--- config.mk ---
export PLATFORM = sky130hd
export DESIGN_NAME = program_counter_stage_flat
export DESIGN_NICKNAME = d
export VERILOG_FILES = /design/src/rtl/mips_pkg.sv /design/src/rtl/program_counter_stage_if.sv /design/src/rtl/edge_detector.sv /design/src/rtl/program_counter_stage.sv /design/src/flat_wrapper.sv
export SDC_FILE = /design/constraint.sdc
export NUM_CORES = 1
export LEC_CHECK = 0
export BUFFER_PORTS_ARGS = -buffer_cell sky130_fd_sc_hd__buf_2
export CAP_MARGIN = 10
export CORE_ASPECT_RATIO = 0.6
export CORE_MARGIN = 3
export CORE_UTILIZATION = 53
export CTS_BUF_LIST = sky130_fd_sc_hd__clkbuf_2
export DETAILED_ROUTE_END_ITERATION = 7
export GPL_TIMING_DRIVEN = 0
export PLACE_DENSITY_LB_ADDON = 0.3
export REMOVE_ABC_BUFFERS = 1
export SKIP_CTS_REPAIR_TIMING = 1
export SKIP_LAST_GASP = 1
export SYNTH_ARGS = -nofsm -noshare
export SYNTH_HDL_FRONTEND = slang
export SYNTH_HIERARCHICAL = 1
export SYNTH_SLANG_ARGS = --single-unit
--- constraint.sdc ---
create_clock -name i_clock -period 2.54 [get_ports i_clock]
set_input_delay 0.254 -clock i_clock [delete_from_list [all_inputs] [get_ports i_clock]]
set_output_delay 0.254 -clock i_clock [all_outputs]
set_load 0.01 [all_outputs]
--- src/rtl/mips_pkg.sv ---
// Shared MIPS pipeline definitions: widths, PC-stage FSM states, opcodes.
// Imported by the fetch PC stage and its interface.
package mips_pkg;

  localparam int PC_LENGTH_DEF       = 11;
  localparam int CYCLE_COUNT_LEN_DEF = 32;

  typedef enum logic [1:0] {
    ST_IDLE      = 2'd0,
    ST_RUN       = 2'd1,
    ST_STEP_WAIT = 2'd2,
    ST_HALTED    = 2'd3
  } pc_state_e;

  localparam logic [5:0] OP_HALT = 6'b111111;

endpackage

--- src/rtl/program_counter_stage_if.sv ---
// Control/redirect inputs and fetch outputs of the PC stage.
// master = debug unit + ID stage side, slave = PC stage.
interface program_counter_stage_if
  import mips_pkg::*;
#(
  parameter int PC_LENGTH       = PC_LENGTH_DEF,
  parameter int CYCLE_COUNT_LEN = CYCLE_COUNT_LEN_DEF
);

  logic                       i_enable;
  logic                       i_step_mode;
  logic                       i_step;
  logic                       i_stall;
  logic                       i_branch_taken;
  logic [PC_LENGTH-1:0]       i_branch_target;
  logic                       i_jump;
  logic [PC_LENGTH-1:0]       i_jump_target;
  logic                       i_halt_detected;
  logic [PC_LENGTH-1:0]       o_pc;
  logic [PC_LENGTH-1:0]       o_pc_plus_one;
  logic                       o_valid;
  logic                       o_halted;
  logic [CYCLE_COUNT_LEN-1:0] o_cycle_count;

  modport master (
    output i_enable, i_step_mode, i_step,
    output i_stall, i_branch_taken,
    output i_branch_target, i_jump,
    output i_jump_target, i_halt_detected,
    input  o_pc, o_pc_plus_one, o_valid,
    input  o_halted, o_cycle_count
  );

  modport slave (
    input  i_enable, i_step_mode, i_step,
    input  i_stall, i_branch_taken,
    input  i_branch_target, i_jump,
    input  i_jump_target, i_halt_detected,
    output o_pc, o_pc_plus_one, o_valid,
    output o_halted, o_cycle_count
  );

endinterface

--- src/rtl/edge_detector.sv ---
// Rising-edge pulse on a level input, using a registered copy of the
// previous sample. Pulse is high for the first cycle the level is seen high.
module edge_detector (
  input  logic i_clock,
  input  logic i_reset,
  input  logic i_sig,
  output logic o_pulse
);

  logic r_prev;

  always_ff @(posedge i_clock or negedge i_reset) begin
    if (!i_reset) begin
      r_prev <= 1'b0;
    end else begin
      r_prev <= i_sig;
    end
  end

  assign o_pulse = i_sig & ~r_prev;

endmodule

--- src/rtl/program_counter_stage.sv ---
// Instruction-fetch PC stage: run/step/halt FSM, next-PC redirect mux,
// saturating count of advancing cycles.
module program_counter_stage
  import mips_pkg::*;
#(
  parameter int PC_LENGTH       = PC_LENGTH_DEF,
  parameter int CYCLE_COUNT_LEN = CYCLE_COUNT_LEN_DEF
) (
  input  logic                    i_clock,
  input  logic                    i_reset,
  program_counter_stage_if.slave  bus
);

  localparam logic [PC_LENGTH-1:0] PC_ONE =
    {{(PC_LENGTH-1){1'b0}}, 1'b1};
  localparam logic [CYCLE_COUNT_LEN-1:0] CNT_ONE =
    {{(CYCLE_COUNT_LEN-1){1'b0}}, 1'b1};

  pc_state_e                  r_state;
  logic [PC_LENGTH-1:0]       r_pc;
  logic                       r_valid;
  logic                       r_halted;
  logic [CYCLE_COUNT_LEN-1:0] r_cnt;

  logic                 w_step_edge;
  logic                 w_may;
  logic                 w_adv;
  logic                 w_halt_now;
  logic                 w_cnt_max;
  logic [PC_LENGTH-1:0] w_pc_plus_one;
  logic [PC_LENGTH-1:0] w_next_pc;

  edge_detector u_step_edge (
    .i_clock (i_clock),
    .i_reset (i_reset),
    .i_sig   (bus.i_step),
    .o_pulse (w_step_edge)
  );

  assign w_pc_plus_one = r_pc + PC_ONE;

  // The step edge is spent in the cycle it appears, even if stalled.
  assign w_may = (r_state == ST_RUN) |
                 ((r_state == ST_STEP_WAIT) & w_step_edge);
  assign w_halt_now = w_may & bus.i_halt_detected;
  assign w_adv = w_may & ~bus.i_stall &
                 ~bus.i_halt_detected;
  assign w_cnt_max = &r_cnt;

  always_comb begin
    w_next_pc = w_pc_plus_one;
    priority case (1'b1)
      bus.i_branch_taken: w_next_pc = bus.i_branch_target;
      bus.i_jump:         w_next_pc = bus.i_jump_target;
      default:            w_next_pc = w_pc_plus_one;
    endcase
  end

  always_ff @(posedge i_clock or negedge i_reset) begin
    if (!i_reset) begin
      r_state  <= ST_IDLE;
      r_pc     <= '0;
      r_valid  <= 1'b0;
      r_halted <= 1'b0;
      r_cnt    <= '0;
    end else begin
      r_valid <= w_adv;
      if (w_adv) begin
        r_pc <= w_next_pc;
      end
      if (w_adv & ~w_cnt_max) begin
        r_cnt <= r_cnt + CNT_ONE;
      end
      unique case (r_state)
        ST_IDLE: begin
          if (bus.i_enable) begin
            r_state <= bus.i_step_mode ?
                       ST_STEP_WAIT : ST_RUN;
          end
        end
        ST_RUN, ST_STEP_WAIT: begin
          if (w_halt_now) begin
            r_state  <= ST_HALTED;
            r_halted <= 1'b1;
          end else if (!bus.i_enable) begin
            r_state <= ST_IDLE;
          end else if (bus.i_step_mode) begin
            r_state <= ST_STEP_WAIT;
          end else begin
            r_state <= ST_RUN;
          end
        end
        ST_HALTED: begin
          r_state <= ST_HALTED;
        end
      endcase
    end
  end

  assign bus.o_pc          = r_pc;
  assign bus.o_pc_plus_one = w_pc_plus_one;
  assign bus.o_valid       = r_valid;
  assign bus.o_halted      = r_halted;
  assign bus.o_cycle_count = r_cnt;

endmodule

--- src/flat_wrapper.sv ---
// flat-port wrapper written by rule: the top's interface ports become plain ports
module program_counter_stage_flat import mips_pkg::*;
#(
  parameter int PC_LENGTH       = PC_LENGTH_DEF,
  parameter int CYCLE_COUNT_LEN = CYCLE_COUNT_LEN_DEF
)
  (i_clock, i_reset, bus_i_enable, bus_i_step_mode, bus_i_step, bus_i_stall, bus_i_branch_taken, bus_i_branch_target, bus_i_jump, bus_i_jump_target, bus_i_halt_detected, bus_o_pc, bus_o_pc_plus_one, bus_o_valid, bus_o_halted, bus_o_cycle_count);
  program_counter_stage_if #(.PC_LENGTH(PC_LENGTH), .CYCLE_COUNT_LEN(CYCLE_COUNT_LEN)) bus_i ();
  input  logic i_clock;
  input  logic i_reset;
  input wire logic [$bits(bus_i.i_enable)-1:0] bus_i_enable;
  input wire logic [$bits(bus_i.i_step_mode)-1:0] bus_i_step_mode;
  input wire logic [$bits(bus_i.i_step)-1:0] bus_i_step;
  input wire logic [$bits(bus_i.i_stall)-1:0] bus_i_stall;
  input wire logic [$bits(bus_i.i_branch_taken)-1:0] bus_i_branch_taken;
  input wire logic [$bits(bus_i.i_branch_target)-1:0] bus_i_branch_target;
  input wire logic [$bits(bus_i.i_jump)-1:0] bus_i_jump;
  input wire logic [$bits(bus_i.i_jump_target)-1:0] bus_i_jump_target;
  input wire logic [$bits(bus_i.i_halt_detected)-1:0] bus_i_halt_detected;
  output wire logic [$bits(bus_i.o_pc)-1:0] bus_o_pc;
  output wire logic [$bits(bus_i.o_pc_plus_one)-1:0] bus_o_pc_plus_one;
  output wire logic [$bits(bus_i.o_valid)-1:0] bus_o_valid;
  output wire logic [$bits(bus_i.o_halted)-1:0] bus_o_halted;
  output wire logic [$bits(bus_i.o_cycle_count)-1:0] bus_o_cycle_count;
  assign bus_i.i_enable = bus_i_enable;
  assign bus_i.i_step_mode = bus_i_step_mode;
  assign bus_i.i_step = bus_i_step;
  assign bus_i.i_stall = bus_i_stall;
  assign bus_i.i_branch_taken = bus_i_branch_taken;
  assign bus_i.i_branch_target = bus_i_branch_target;
  assign bus_i.i_jump = bus_i_jump;
  assign bus_i.i_jump_target = bus_i_jump_target;
  assign bus_i.i_halt_detected = bus_i_halt_detected;
  assign bus_o_pc = bus_i.o_pc;
  assign bus_o_pc_plus_one = bus_i.o_pc_plus_one;
  assign bus_o_valid = bus_i.o_valid;
  assign bus_o_halted = bus_i.o_halted;
  assign bus_o_cycle_count = bus_i.o_cycle_count;
  program_counter_stage #(.PC_LENGTH(PC_LENGTH), .CYCLE_COUNT_LEN(CYCLE_COUNT_LEN)) u_core (.i_clock(i_clock), .i_reset(i_reset), .bus(bus_i));
endmodule
After elaboration in Yosys (flattened, before gate mapping)
Index checks and enable logic that the tools add are counted.

operators by class
  $add $sub $neg = 2
  equality and inequality tests = 4
  multiplexer cells = 7
  bitwise operators = 11
  reduce and logical (&&, ||, !) cells = 4

operators by type and width
  operator                 number
  $add A32 B1 Y32 const B  1
  $reduce_and A32 Y1       1
  $mux W11                 2
  $add A11 B1 Y11 const B  1
  $mux W2                  4
  $and A1 B1 Y1            6
  $pmux W2 S3              1
  $eq A2 B2 Y1 const B     2
  $not A1 Y1               4
  $eq A2 B1 Y1 const B     1
  $logic_not A2 Y1         1
  $ne A2 B2 Y1 const B     1
  $reduce_and A2 Y1        1
  $reduce_or A2 Y1         1
  $or A1 B1 Y1             1

word-level totals
  register bits = 48
  input port bits = 31
  output and inout port bits = 56
  logic and storage cells = 34

Depth between registers and ports, before layout
  depth in word-level cells = 7
  gate-level depth with buffers = 10
  mapped depth without buffers = 8

Modules after synthesis
The synthesis kept the hierarchy.

by module, submodules not included
  module                 instances  cells an instance  area each (um2)  sequential area each (um2)
  program_counter_stage  1          274                2682.6           1176.1
  edge_detector          1          2                  38.8             25.0

Worst setup path before layout
Ideal clock, no wire load.

  kind = register to register
  from = register u_core.r_cnt[8], in the netlist u_core/bus.o_cycle_count[8]
  to = register u_core.r_cnt[1], in the netlist u_core/bus.o_cycle_count[1]
  library setup time = 125 ps
  arrival = 1829 ps
  data required time = 2415 ps
  slack = 587 ps
  stages on the path, launching flop included = 7
  buffers on the path = 1
  clock period less this slack = 1953 ps
  path through = dfrtp_1 -> nand3_1 -> nor4_2 -> and4_1 -> buf_4 -> or2b_1 -> mux2_2

between the ends
  word-level cells in the longest chain between the ends = 3

ends and longest elaborated chain
  what                    RTL line                     source
  from (decl)             program_counter_stage.sv:23  logic [CYCLE_COUNT_LEN-1:0] r_cnt;
  from (signal assigned)  program_counter_stage.sv:72  r_cnt <= r_cnt + CNT_ONE;
  $reduce_and A32 Y1      program_counter_stage.sv:48  assign w_cnt_max = &r_cnt;
  $not A1 Y1              program_counter_stage.sv:71  if (w_adv & ~w_cnt_max) begin
  $and A1 B1 Y1           program_counter_stage.sv:71

Every way passes these cells.
A chain may end at the register's enable or synchronous reset.

Final worst setup path
  from = register u_core.r_state[0]
  to = register u_core.r_cnt[23], in the netlist u_core/bus.o_cycle_count[23]

between the ends
  word-level cells in the longest chain between the ends = 6
  elaborated cells between the ends (all ways) = 7
  classes of those cells = eq/ne: 2; bitwise: 5

ends and longest elaborated chain
  what                          RTL line                     source
  from (decl)                   program_counter_stage.sv:19  pc_state_e r_state;
  from (signal assigned)        program_counter_stage.sv:77  r_state <= bus.i_step_mode ?
  $eq A2 B2 Y1                  program_counter_stage.sv:44  ((r_state == ST_STEP_WAIT) & w_step_edge);
  $and A1 B1 Y1                 program_counter_stage.sv:44
  $or A1 B1 Y1 *                program_counter_stage.sv:43  assign w_may = (r_state == ST_RUN) |
  $and A1 B1 Y1 * (2 in a row)  program_counter_stage.sv:46  assign w_adv = w_may & ~bus.i_stall &
  $and A1 B1 Y1 *               program_counter_stage.sv:71

Mark *: on every way between the ends. The rest lies on a longest branch, timed or not.

==> results.txt <==
Status = finished with violations
Failing checks = negative hold slack, negative setup slack
Biggest area consumer among synthesized cells = dfrtp_1
CP Class = reg -> reg
Relative slew slack = 20.5%
Post-synthesis sequential area ratio = 44.1%
Die height = 61.5 µm
Max IR drop VDD = 0.000486 V
CP Cell Sequence = inv_1, ha_1, a21oi_1, nor4_1, nand2_1, nor3_1, xor2_1
Initial antenna violation count = 0
Final Hold Vio Count = 10
CORE AREA = 0.00475 mm²
Largest cells by area after synthesis = dfrtp_1 (44%), xor2_1 (6.1%), xnor2_1 (5.8%)
Fin Clk Skew = 0.0209 ns
Remaining Overflow, GRT = 0
Dpl hpwl = 4970 µm
Post-route ant nets = 0
Largest net degree at the start of global routing = 49
Final hold slack = -0.0156 ns
Design area = 0.00322 mm²
Starting Density = 57.2%
Clock transition at the registers of the reported paths = 0.24 ns
Post-route insts no fill = 423
Final worst slack = -0.136 ns
CTS buffer count = 5
Avg Inst Size Synth = 9.86 µm²
Tmin final = 2.68 ns
Synth Register Bits = 48
Via density = 5.64
Clock Latency Late Sink = 0.41 ns
Clk root buf = clkbuf_2
First-pass GRT wire length = 10500 µm
Max cap viols = 0
Fmax = 374 MHz
Nets = 397
Placed Cells = 414
Async set-reset flop share out of synthesis = 100%
Max-slew violations = 0
Final period util = 105%
Synth-to-layout area growth = 18.5%
Share of cells above drive strength 1 = 29.7%
RSZ-0062 raised after global routing = yes
Placement Cell Area = 0.00317 mm²
Tot GR Track Use = 21.7%
Most common flop cell mapped by yosys = dfrtp_1
Worst Max-Slew Pin Slew = 1.18 ns
Largest fanout on the critical path = 6
Final wirelength = 6560 µm
CTS tree = done
DR vias = 2386
Std cell rows = 19
Starting DRC count in detailed routing = 102
Max incr delay on CP = 1.02 ns
Die width = 98.5 µm
Slowest cell on crit path = nor4_1
Netlist area before placement = 0.00272 mm²
Top cell types by occurrence after synthesis = dfrtp_1 (48), nand3_1 (19), xor2_1 (19)
CP Data Arrival Time = 3.04 ns
Post-DR wirelength/cell = 15.5 µm
Yosys top cell area share = 44.1%
CP endpoint kind = register
Final TNS setup = -0.203 ns
H-tree depth = 2
Hold WC Path Type = in -> async
Drt first pass iters = 6
Die area = 0.00606 mm²
Synth unique cells = 47
Setup violators final = 2
Clk sinks = 48
PortBufs = 86
Power per cell area = 724 mW/mm²
Vias in the first global route = 2119
Placer Congestion = 0.844
Worst setup SP type = register
Clock Path Buffers = 2
EDFF count, synth = 0
Count leader, synth = dfrtp_1
Critical Path RT = 2.91 ns
Finished Core Util = 67.8%
Yosys warns = 6
IO Count = 87
# DRC = 0
Pre-CTS setup slack = -0.374 ns
Synthesized netlist cell count = 276
N_diodes = 0
Layout fillers = 420
Leak = 1.64 nW
==> worst max-delay path, delay by kind of cell, from the launching register on <==
kind / cells / cell delay (ns)
xor gates and xnor gates: 1 / 0.17
DFF: 1 / 0.47
buffers and inverters: 1 / 0.12
adders and majority gates: 1 / 0.15
AOI/OAI and AO/OA: 1 / 0.13
and+or+nand+nor: 3 / 1.60
==> placed cells by master, fill, tap and decap left out, types with 6 or more instances in the layout <==
cell type / synthesis / layout
xnor2_1: 18 / 18
buf_2: 1 / 86
nand3_1: 19 / 19
nand2_1: 18 / 18
o21ai_0: 10 / 10
and3_1: 7 / 7
nand4_1: 13 / 13
mux2i_1: 8 / 8
nor2_1: 15 / 15
nor3_1: 15 / 15
dfrtp_1: 48 / 48
xor2_1: 19 / 19
clkbuf_2: 0 / 6
ha_1: 7 / 7
a21oi_1: 14 / 14
inv_1: 10 / 10
==> sequential cells by signal, summed over array words and instances (netlist names) <==
| register | cells |
|---|---|
| u_core/bus.o_cycle_count | 32 |
| u_core/r_state | 2 |
| u_core/u_step_edge/r_prev | 1 |
| u_core/bus.o_halted | 1 |
| u_core/bus.o_valid | 1 |
| u_core/bus.o_pc | 11 |
==> layout make-up <==
class	instances	area [µm²]	area share [%]
Multi-Input combinational cell	207	1430	44.2
Sequential cell	48	1200	37.3
Timing Repair Buffer	87	440	13.7
Tap cell	63	78.8	2.44
Inverter	10	37.5	1.16
Clock buffer	6	30.0	0.931
Clock inverter	2	11.3	0.349
==> path summary, 6_finish.rpt <==
check                           cells after the start                         start                            to  slack [ns]
worst min-delay path                                1                       i_reset  u_core/bus.o_cycle_count[31]       -0.02
max in group asynchronous                           1                       i_reset            u_core/bus.o_pc[5]        1.89
worst min register to register                      1  u_core/bus.o_cycle_count[23]  u_core/bus.o_cycle_count[23]        0.52
min in group i_clock                                3               bus_i_step_mode             u_core/r_state[0]        0.13
worst max register to register                      7             u_core/r_state[0]  u_core/bus.o_cycle_count[23]       -0.14
worst max-delay path                                7             u_core/r_state[0]  u_core/bus.o_cycle_count[23]       -0.14
==> metal layers <==
layer	GRT usage (%)	vias to the layer above	routed length [µm]
li1	-	1154	-
met1	33.0	1134	3320
met2	32.8	90	2720
met3	4.30	8	468
met4	4.09	0	48
met5	0	-	0
==> cells by family after synthesis <==
family | Yosys count | share of synthesized area (%)
simple gates | 114 | 24.7
flops | 48 | 44.1
compound gates | 38 | 8.32
xor+xnor | 37 | 11.9
buf+inv | 21 | 3.49
mux | 11 | 4.18
fa+ha+maj | 7 | 3.22
==> per-stage QoR <==
step | hold WS (ns) | total power [mW]
2_1_floorplan | -0.0416 | 1.63
5_1_grt | 0.0379 | 2.51
3_3_place_gp | 0.388 | 2.00
4_1_cts | -0.0433 | 2.34
3_5_place_dp | 0.392 | 2.04
6_report | -0.0156 | 2.33
==> where the power goes <==
group          total (mW)  internal [mW]  switching, mW
registers            1.12          0.906          0.209
clock network       0.304         0.0687          0.235
logic               0.914          0.415          0.499
No activity file was read; power rests on OpenSTA's default activity.
